**src/rtl/bus_cycle_ctrl_if.sv**
```systemverilog
// bus_cycle_ctrl_if: memory-side request/acknowledge bus between the bus
// cycle controller (master) and the memory/peripheral fabric (slave).
`timescale 1ns/1ps

interface bus_cycle_ctrl_if #(
  parameter int ADDR_W = 16,
  parameter int DATA_W = 8
) ();

  logic              mem_req;
  logic              mem_we;
  logic [ADDR_W-1:0] mem_addr;
  logic [DATA_W-1:0] mem_wdata;
  logic              mem_ack;
  logic [DATA_W-1:0] mem_rdata;

  modport master (
    output mem_req,
    output mem_we,
    output mem_addr,
    output mem_wdata,
    input  mem_ack,
    input  mem_rdata
  );

  modport slave (
    input  mem_req,
    input  mem_we,
    input  mem_addr,
    input  mem_wdata,
    output mem_ack,
    output mem_rdata
  );

endinterface

```
**src/rtl/bus_cycle_ctrl.sv**
```systemverilog
// bus_cycle_ctrl: turns phi_2 edges into one memory transaction per CPU
// cycle. A late acknowledge stalls the CPU via cpu_rdy; the repeated CPU
// cycle is then served from held data without a second request.
// Optional feature: define BUS_TIMEOUT_EN to build a request timeout that
// forces completion (read data all ones, one-cycle bus_err pulse).
`timescale 1ns/1ps

module bus_cycle_ctrl #(
  parameter int ADDR_W  = 16,
  parameter int DATA_W  = 8,
  parameter int TIMEOUT = 15
) (
  input  logic               clk,
  input  logic               rst_n,
  input  logic               phi_2,
  input  logic [ADDR_W-1:0]  cpu_addr,
  input  logic               cpu_rw,
  input  logic [DATA_W-1:0]  cpu_dout,
  output logic [DATA_W-1:0]  cpu_din,
  output logic               cpu_rdy,
  output logic               bus_err,
  bus_cycle_ctrl_if.master   mem
);

  typedef enum logic [1:0] {
    IDLE  = 2'd0,
    REQ   = 2'd1,
    DONE  = 2'd2,
    STALL = 2'd3
  } state_t;

  // The timeout counter is 8 bits wide, so only 1..255 is meaningful.
  if (TIMEOUT < 1 || TIMEOUT > 255) begin : g_timeout_range
    $error("bus_cycle_ctrl: TIMEOUT must be in 1..255");
  end

  state_t            state_q, state_d;
  logic              phi_d_q;
  logic              replay_q, replay_d;
  logic              mem_req_q, mem_req_d;
  logic              mem_we_q, mem_we_d;
  logic [ADDR_W-1:0] mem_addr_q, mem_addr_d;
  logic [DATA_W-1:0] mem_wdata_q, mem_wdata_d;
  logic [DATA_W-1:0] cpu_din_q, cpu_din_d;
  logic              cpu_rdy_q, cpu_rdy_d;
  logic              bus_err_q, bus_err_d;

  logic              rise;
  logic              fall;
  logic              timeout;
  logic              ack;
  logic [DATA_W-1:0] rdata;

  // phi_2 is already a clk-domain signal, so a single delay flop is enough.
  assign rise = phi_2 & ~phi_d_q;
  assign fall = ~phi_2 & phi_d_q;

`ifdef BUS_TIMEOUT_EN
  localparam logic [7:0] TIMEOUT_LAST = 8'(TIMEOUT - 1);

  logic [7:0] tmo_cnt_q, tmo_cnt_d;

  // Firing one count early makes mem_req stay high for exactly TIMEOUT clks.
  assign timeout = mem_req_q & ~mem.mem_ack & (tmo_cnt_q == TIMEOUT_LAST);
`else
  assign timeout = 1'b0;
`endif

  // A timeout is treated exactly like an acknowledge carrying all-ones data.
  assign ack   = (mem_req_q & mem.mem_ack) | timeout;
  assign rdata = timeout ? {DATA_W{1'b1}} : mem.mem_rdata;

  // Next-state and next-output logic for the transaction state machine.
  always_comb begin
    state_d     = state_q;
    replay_d    = replay_q;
    mem_req_d   = mem_req_q;
    mem_we_d    = mem_we_q;
    mem_addr_d  = mem_addr_q;
    mem_wdata_d = mem_wdata_q;
    cpu_din_d   = cpu_din_q;
    cpu_rdy_d   = cpu_rdy_q;
    bus_err_d   = timeout;

    unique case (state_q)
      IDLE: begin
        if (rise) begin
          if (replay_q) begin
            replay_d = 1'b0;
            state_d  = DONE;
          end else begin
            mem_addr_d  = cpu_addr;
            mem_we_d    = ~cpu_rw;
            mem_wdata_d = cpu_dout;
            mem_req_d   = 1'b1;
            state_d     = REQ;
          end
        end
      end
      REQ: begin
        if (ack) begin
          mem_req_d = 1'b0;
          if (!mem_we_q) begin
            cpu_din_d = rdata;
          end
          // An ack on the fall edge consumes that fall, so skip DONE.
          state_d = fall ? IDLE : DONE;
        end else if (fall) begin
          cpu_rdy_d = 1'b0;
          state_d   = STALL;
        end
      end
      DONE: begin
        if (fall) begin
          state_d = IDLE;
        end
      end
      STALL: begin
        if (ack) begin
          mem_req_d = 1'b0;
          cpu_rdy_d = 1'b1;
          if (!mem_we_q) begin
            cpu_din_d = rdata;
          end
          // If the repeated cycle starts on this very edge, serve it now.
          if (rise) begin
            state_d = DONE;
          end else begin
            replay_d = 1'b1;
            state_d  = IDLE;
          end
        end
      end
      default: begin
        state_d = IDLE;
      end
    endcase
  end

`ifdef BUS_TIMEOUT_EN
  // Count clks while a request stays open; restart when it closes.
  always_comb begin
    tmo_cnt_d = 8'd0;
    if (mem_req_q && mem_req_d) begin
      tmo_cnt_d = tmo_cnt_q + 8'd1;
    end
  end
`endif

  // All state and registered outputs; reset aborts any open transaction.
  always_ff @(posedge clk or negedge rst_n) begin
    if (!rst_n) begin
      state_q     <= IDLE;
      phi_d_q     <= 1'b0;
      replay_q    <= 1'b0;
      mem_req_q   <= 1'b0;
      mem_we_q    <= 1'b0;
      mem_addr_q  <= '0;
      mem_wdata_q <= '0;
      cpu_din_q   <= '0;
      cpu_rdy_q   <= 1'b1;
      bus_err_q   <= 1'b0;
`ifdef BUS_TIMEOUT_EN
      tmo_cnt_q   <= 8'd0;
`endif
    end else begin
      state_q     <= state_d;
      phi_d_q     <= phi_2;
      replay_q    <= replay_d;
      mem_req_q   <= mem_req_d;
      mem_we_q    <= mem_we_d;
      mem_addr_q  <= mem_addr_d;
      mem_wdata_q <= mem_wdata_d;
      cpu_din_q   <= cpu_din_d;
      cpu_rdy_q   <= cpu_rdy_d;
      bus_err_q   <= bus_err_d;
`ifdef BUS_TIMEOUT_EN
      tmo_cnt_q   <= tmo_cnt_d;
`endif
    end
  end

  assign mem.mem_req   = mem_req_q;
  assign mem.mem_we    = mem_we_q;
  assign mem.mem_addr  = mem_addr_q;
  assign mem.mem_wdata = mem_wdata_q;
  assign cpu_din       = cpu_din_q;
  assign cpu_rdy       = cpu_rdy_q;
  assign bus_err       = bus_err_q;

endmodule

```
**src/flat_wrapper.sv**
```systemverilog
// flat-port wrapper written by rule: the top's interface ports become plain ports
module bus_cycle_ctrl_flat 
#(
  parameter int ADDR_W  = 16,
  parameter int DATA_W  = 8,
  parameter int TIMEOUT = 15
)
  (clk, rst_n, phi_2, cpu_addr, cpu_rw, cpu_dout, cpu_din, cpu_rdy, bus_err, mem_mem_req, mem_mem_we, mem_mem_addr, mem_mem_wdata, mem_mem_ack, mem_mem_rdata);
  bus_cycle_ctrl_if #(.ADDR_W(ADDR_W), .DATA_W(DATA_W)) mem_i ();
  input  logic clk;
  input  logic rst_n;
  input  logic phi_2;
  input  logic [ADDR_W-1:0] cpu_addr;
  input  logic cpu_rw;
  input  logic [DATA_W-1:0] cpu_dout;
  output logic [DATA_W-1:0] cpu_din;
  output logic cpu_rdy;
  output logic bus_err;
  output wire logic [$bits(mem_i.mem_req)-1:0] mem_mem_req;
  output wire logic [$bits(mem_i.mem_we)-1:0] mem_mem_we;
  output wire logic [$bits(mem_i.mem_addr)-1:0] mem_mem_addr;
  output wire logic [$bits(mem_i.mem_wdata)-1:0] mem_mem_wdata;
  input wire logic [$bits(mem_i.mem_ack)-1:0] mem_mem_ack;
  input wire logic [$bits(mem_i.mem_rdata)-1:0] mem_mem_rdata;
  assign mem_mem_req = mem_i.mem_req;
  assign mem_mem_we = mem_i.mem_we;
  assign mem_mem_addr = mem_i.mem_addr;
  assign mem_mem_wdata = mem_i.mem_wdata;
  assign mem_i.mem_ack = mem_mem_ack;
  assign mem_i.mem_rdata = mem_mem_rdata;
  bus_cycle_ctrl #(.ADDR_W(ADDR_W), .DATA_W(DATA_W), .TIMEOUT(TIMEOUT)) u_core (.clk(clk), .rst_n(rst_n), .phi_2(phi_2), .cpu_addr(cpu_addr), .cpu_rw(cpu_rw), .cpu_dout(cpu_dout), .cpu_din(cpu_din), .cpu_rdy(cpu_rdy), .bus_err(bus_err), .mem(mem_i));
endmodule
```
**config.mk**
```make
export PLATFORM = sky130hd
export DESIGN_NAME = bus_cycle_ctrl_flat
export DESIGN_NICKNAME = d
export VERILOG_FILES = /design/src/rtl/bus_cycle_ctrl_if.sv /design/src/rtl/bus_cycle_ctrl.sv /design/src/flat_wrapper.sv
export SDC_FILE = /design/constraint.sdc
export NUM_CORES = 1
export LEC_CHECK = 0
export CORE_MARGIN = 4
export CORE_UTILIZATION = 39
export CTS_BUF_LIST = sky130_fd_sc_hd__clkbuf_4
export CTS_CLUSTER_SIZE = 25
export DETAILED_ROUTE_END_ITERATION = 10
export PLACE_DENSITY = 0.87
export SLEW_MARGIN = 30
export SYNTH_ARGS = -nofsm -noshare
export SYNTH_HDL_FRONTEND = slang
export SYNTH_SLANG_ARGS = --single-unit
```
**constraint.sdc**
```tcl
create_clock -name clk -period 1.59 [get_ports clk]
set_input_delay 0.159 -clock clk [delete_from_list [all_inputs] [get_ports clk]]
set_output_delay 0.159 -clock clk [all_outputs]
set_load 0.05 [all_outputs]
```
Yosys cells after proc, flatten, opt, wreduce, memory -nomap -nowiden:

Cells that the tools add are included.

* add/sub/neg operators: 0
* multiply operators: 0
* divide/modulo/power cells: 0
* $lt $le $gt $ge: 0
* equality and inequality tests: 12
* shift operators: 0
* multiplexer cells: 21
* bitwise gates (word level): 8
* reductions and logical operators: 11

Operators with widths (count)
* two-way mux 2 bit: 8
* AND reduction 4 bit: 4
* != test 2 x 1 -> 1 bit (second input constant): 5
* two-way mux 1 bit: 9
* one-hot mux 2 bit (4 select lines): 1
* != test 2 bit (second input constant): 3
* one-hot mux 1 bit (2 select lines): 3
* AND reduction 3 bit: 2
* nonzero test 2 bit: 3
* inverter 1 bit: 5
* equality test 2 bit (second input constant): 2
* bitwise AND 1 bit: 3
* != test 3 x 1 -> 1 bit (second input constant): 1
* equality test 2 x 1 -> 1 bit (second input constant): 1
* logical NOT 2 bit: 1
* OR reduction 2 bit: 1

* flip-flop bits (word level): 39
* latch bits: 0
* RAM bits: 0
* bits in read-only memories: 0
* memories: 0

Depth between registers and ports, before layout:

* word-level depth: 5
* depth in mapped cells: 6
* gate-level depth less buffers: 3

Least setup slack after synthesis:

Ideal clock, no wire load.

* kind: flip-flop to flip-flop
* from: register u_core.state_q[1]
* to: register u_core.mem_addr_q[0], in the netlist u_core.mem.mem_addr[0]
* setup time: 0.125 ns
* arrival time: 1.472 ns
* required time: 1.465 ns
* setup slack: -0.007 ns
* cell stages (with the launch flop): 7
* buffers on the path: 3
* clock period less this slack: 1.597 ns
* cells stage by stage: dfrtp_1 -> buf_6 -> nor4b_4 -> and2_4 -> buf_12 -> buf_12 -> mux2_4

* word-level cells in the longest chain between the ends: 2

RTL lines
* start, declared: RTL line bus_cycle_ctrl.sv:37 `state_t state_q, state_d;`
* start signal, assigned: RTL line bus_cycle_ctrl.sv:167 `state_q <= state_d;`
* logical NOT 2 bit: RTL line bus_cycle_ctrl.sv:85 `unique case (state_q)`
* AND reduction 3 bit (no line)
* end signal, assigned: RTL line bus_cycle_ctrl.sv:172 `mem_addr_q <= mem_addr_d;`
* end, declared: RTL line bus_cycle_ctrl.sv:42 `logic [ADDR_W-1:0] mem_addr_q, mem_addr_d;`

Every way passes these cells.
A chain may end at the register's enable or synchronous reset.

Worst setup path after layout:

* from: register u_core.state_q[1]
* to: register u_core.mem_wdata_q[4], in the netlist u_core.mem.mem_wdata[4]

* word-level cells in the longest chain between the ends: 2

RTL lines
* logical NOT 2 bit: RTL line bus_cycle_ctrl.sv:85
* AND reduction 3 bit (no line)
* end signal, assigned: RTL line bus_cycle_ctrl.sv:173 `mem_wdata_q <= mem_wdata_d;`
* end, declared: RTL line bus_cycle_ctrl.sv:43 `logic [DATA_W-1:0] mem_wdata_q, mem_wdata_d;`

Every way passes these cells.

==> results.cfg <==
[outcome]
status = finished clean

[cts]
cts-root-buf = clkbuf_4
clkLatencyLatePin_ns = 0.34
htree_levels = 2
clockBufferDepth = 2
tritoncts = built
cts_buffers = 5
clk_pin_slew_ns = 0.11
cts.sinks = 39

[critical_path]
path_buf_inv = 1
r2r-start = u_core.state_q[1]$_DFFE_PN0P_
arrival_ns = 1.78
crit_type = register to register
end_kind = register
slowest_delay_ns = 0.43
startpoint_type = register
worstPathCellList = nor4b_4 > and2_4 > buf_4 > mux2_2
worstPathRequired_ns = 1.83
critical_path.top_delay_family = simple AND/OR/NAND/NOR gates
crit_start = u_core.state_q[1]$_DFFE_PN0P_
cp_max_fo = 5
crit_slowest_cell = dfrtp_1

[place]
port_buffers = 71
place.gp.congestion = 0.835
hpwl_um = 2950

[logic_synthesis]
yosys_warnings = 0
synth_area_mm2 = 0.00166
synth_largest_area_cell = dfrtp_1
synth_seq_area_share_pct = 58.7
yosysMostFrequentCell = dfrtp_1
synth_top_family_by_area = multiplexers
synth_edf_count = 0
synth_compound_area_share_pct = 4.89
ys_top_cells_by_area = dfrtp_1 57%, mux2_4 16%, mux2_2 9.5%
synthCells = 102
yosys.area_share.simple_pct = 5.26
syn_nets = 139
synth.distinct_cells = 25
synth-xor-area-share_pct = 0
synth_ff_type = dfrtp_1
synth_top_area_share_pct = 57.1
yosys_register_bits = 39
synth.mux.area_fraction_pct = 25.7
avgSynthCellArea_um2 = 16.3
synth_fa_ha_area_share_pct = 0
synth-async-reset-ratio_pct = 100
synthTopCellsByCount = 38 x dfrtp_1, 18 x mux2_4, 14 x mux2_2, 4 x a21oi_1, 4 x o21ai_0

[sta]
finalHoldViolations = 0
timing.final.crit_share_pct = 96.8
period_needed_ns = 1.54
clock.fmax_mhz = 650
maxSlewViolCount = 0
grt_setup_unrepaired = true
setup-violations-final = 0
fin_skew_ns = 0.00635
timing.hold.ws_ns = 0.306

[hold_path]
hold_path_class = input pin to asynchronous set/reset pin

[global_routing]
grt.total_usage_pct = 15.4
grt_max_degree = 40
antenna_found_initial = 0
grt_overflow = 0
grt_pass1_vias = 1217
grt_first_pass_wirelength_um = 6170

[finish]
nets = 224
drive_gt1_share_pct = 48.4
area_growth_pct = 48.0
diodes = 0

[pwr]
p_seq_share_pct = 31.4
combPwrFrac_pct = 60.2
p_leak_nw = 1.13
p_per_area_mw_per_mm2 = 2330
p_clk_share_pct = 8.5
intPower_mw = 2.98
total_power_mw = 5.73
ir_drop_mv = 0.957
p_sw_mw = 2.75
p_sw_share_pct = 48.0

[die]
row_count = 23
die_y_um = 73.3
die-area_mm2 = 0.00538
fp.dieW_um = 73.3
io_pins = 73
floorplan.initialDensity_pct = 41.0
design.core.area_mm2 = 0.00406

[drt]
dr.pass1.iters = 3
ant_nets = 0
route.detailed.drc = 0
drtIter0Drc = 35
viasPerCell = 4.78
vias = 1138
finalWirelength_um = 3910
wl_per_cell_um = 16.4

[flow_run]
maxCapViolCount = 0
## metal layers
layer,vias up,part of all wire (%),track usage (%)
met5,-,0,0
met2,53,51,26.1
met4,0,0.84,6.24
li1,526,-,-
met1,556,38,17.6
met3,3,11,5.34
## timing repair
item                                   in CTS  in global routing
hold buffers                                1                  0
setup buffers                               1                  2
setup endpoints to repair                  10                 23
endpoints found under the hold margin      38                  0
resized for setup                           1                  0
pin swaps                                   1                  2
## registers in the layout (all words and copies together), names as in the netlist, 2 cells and up
register / cells
u_core.cpu_din: 8
u_core.state_q: 2
u_core.mem.mem_addr: 16
u_core.mem.mem_wdata: 8
## worst register-to-register path, stage by stage (launching register included)
cell and delay (ns):
dfrtp_1 0.43, nor4b_4 0.30, and2_4 0.24, buf_4 0.14, mux2_2 0.33
## layout by cell type, fill, tap and decap left out, types with 2 or more instances in the layout
master / n
o21ai_0: 4
mux2_4: 18
mux2_2: 14
nand2b_1: 2
clkbuf_4: 5
buf_4: 42
a21oi_1: 4
clkdlybuf4s50_1: 35
dfrtp_1: 37
inv_1: 2
clkinv_1: 2
buf_12: 4
## logic make-up after synthesis
group | Yosys count
compound gates | 13
buf+inv | 7
flops | 39
mux | 32
other cells | 1
simple gates | 10
## final cells by class
class	instances	area [um2]
multi-input cells	56	601
clock inverters	3	15.0
well taps	50	62.6
clock buffers	5	37.5
inverters	2	7.51
fillers	323	1600
flip-flops and latches	39	978
repair buffers	83	761
## final timing paths
path / end / slack (ns) / cells after the start
max: u_core.mem.mem_wdata[4]$_DFFE_PN0P_ / 0.05 / 4
min: u_core.mem.mem_wdata[1]$_DFFE_PN0P_ / 0.31 / 3
max reg2reg: u_core.mem.mem_wdata[4]$_DFFE_PN0P_ / 0.05 / 4
min reg2reg: u_core.mem.mem_addr[9]$_DFFE_PN0P_ / 0.53 / 1
max in group asynchronous: u_core.cpu_rdy$_DFFE_PN1P_ / 1.03 / 3
min in group clk: u_core.mem.mem_we$_DFFE_PN0P_ / 0.36 / 2
## through the flow
step | setup TNS [ns] | std cells | worst slack (ns) | area (um2) | util, %
global route | -0.0441 | 238 | -0.0117 | 2460 | 60.7
finish | 0 | 238 | 0.0512 | 2460 | 60.7
detailed placement | -1.94 | 226 | -0.107 | 2380 | 58.6
CTS | 0 | 236 | 0.0116 | 2450 | 60.3
global placement | -1.66 | 226 | -0.0822 | 2380 | 58.6
floorplan | 0 | 102 | 0.00429 | 1660 | -
## power groups by stage
| stage | Clock [mW] | Sequential [mW] | Combinational [mW] |
|---|---|---|---|
| 6_report | 0.485 | 1.80 | 3.45 |
| 3_3_place_gp | 0 | 1.78 | 3.38 |
| 2_1_floorplan | 0 | 3.29 | 0.897 |
| 3_5_place_dp | 0 | 1.83 | 3.43 |
| 4_1_cts | 0.513 | 1.81 | 3.45 |
| 5_1_grt | 0.542 | 1.86 | 3.60 |
Power figures use the tool's default switching activity.
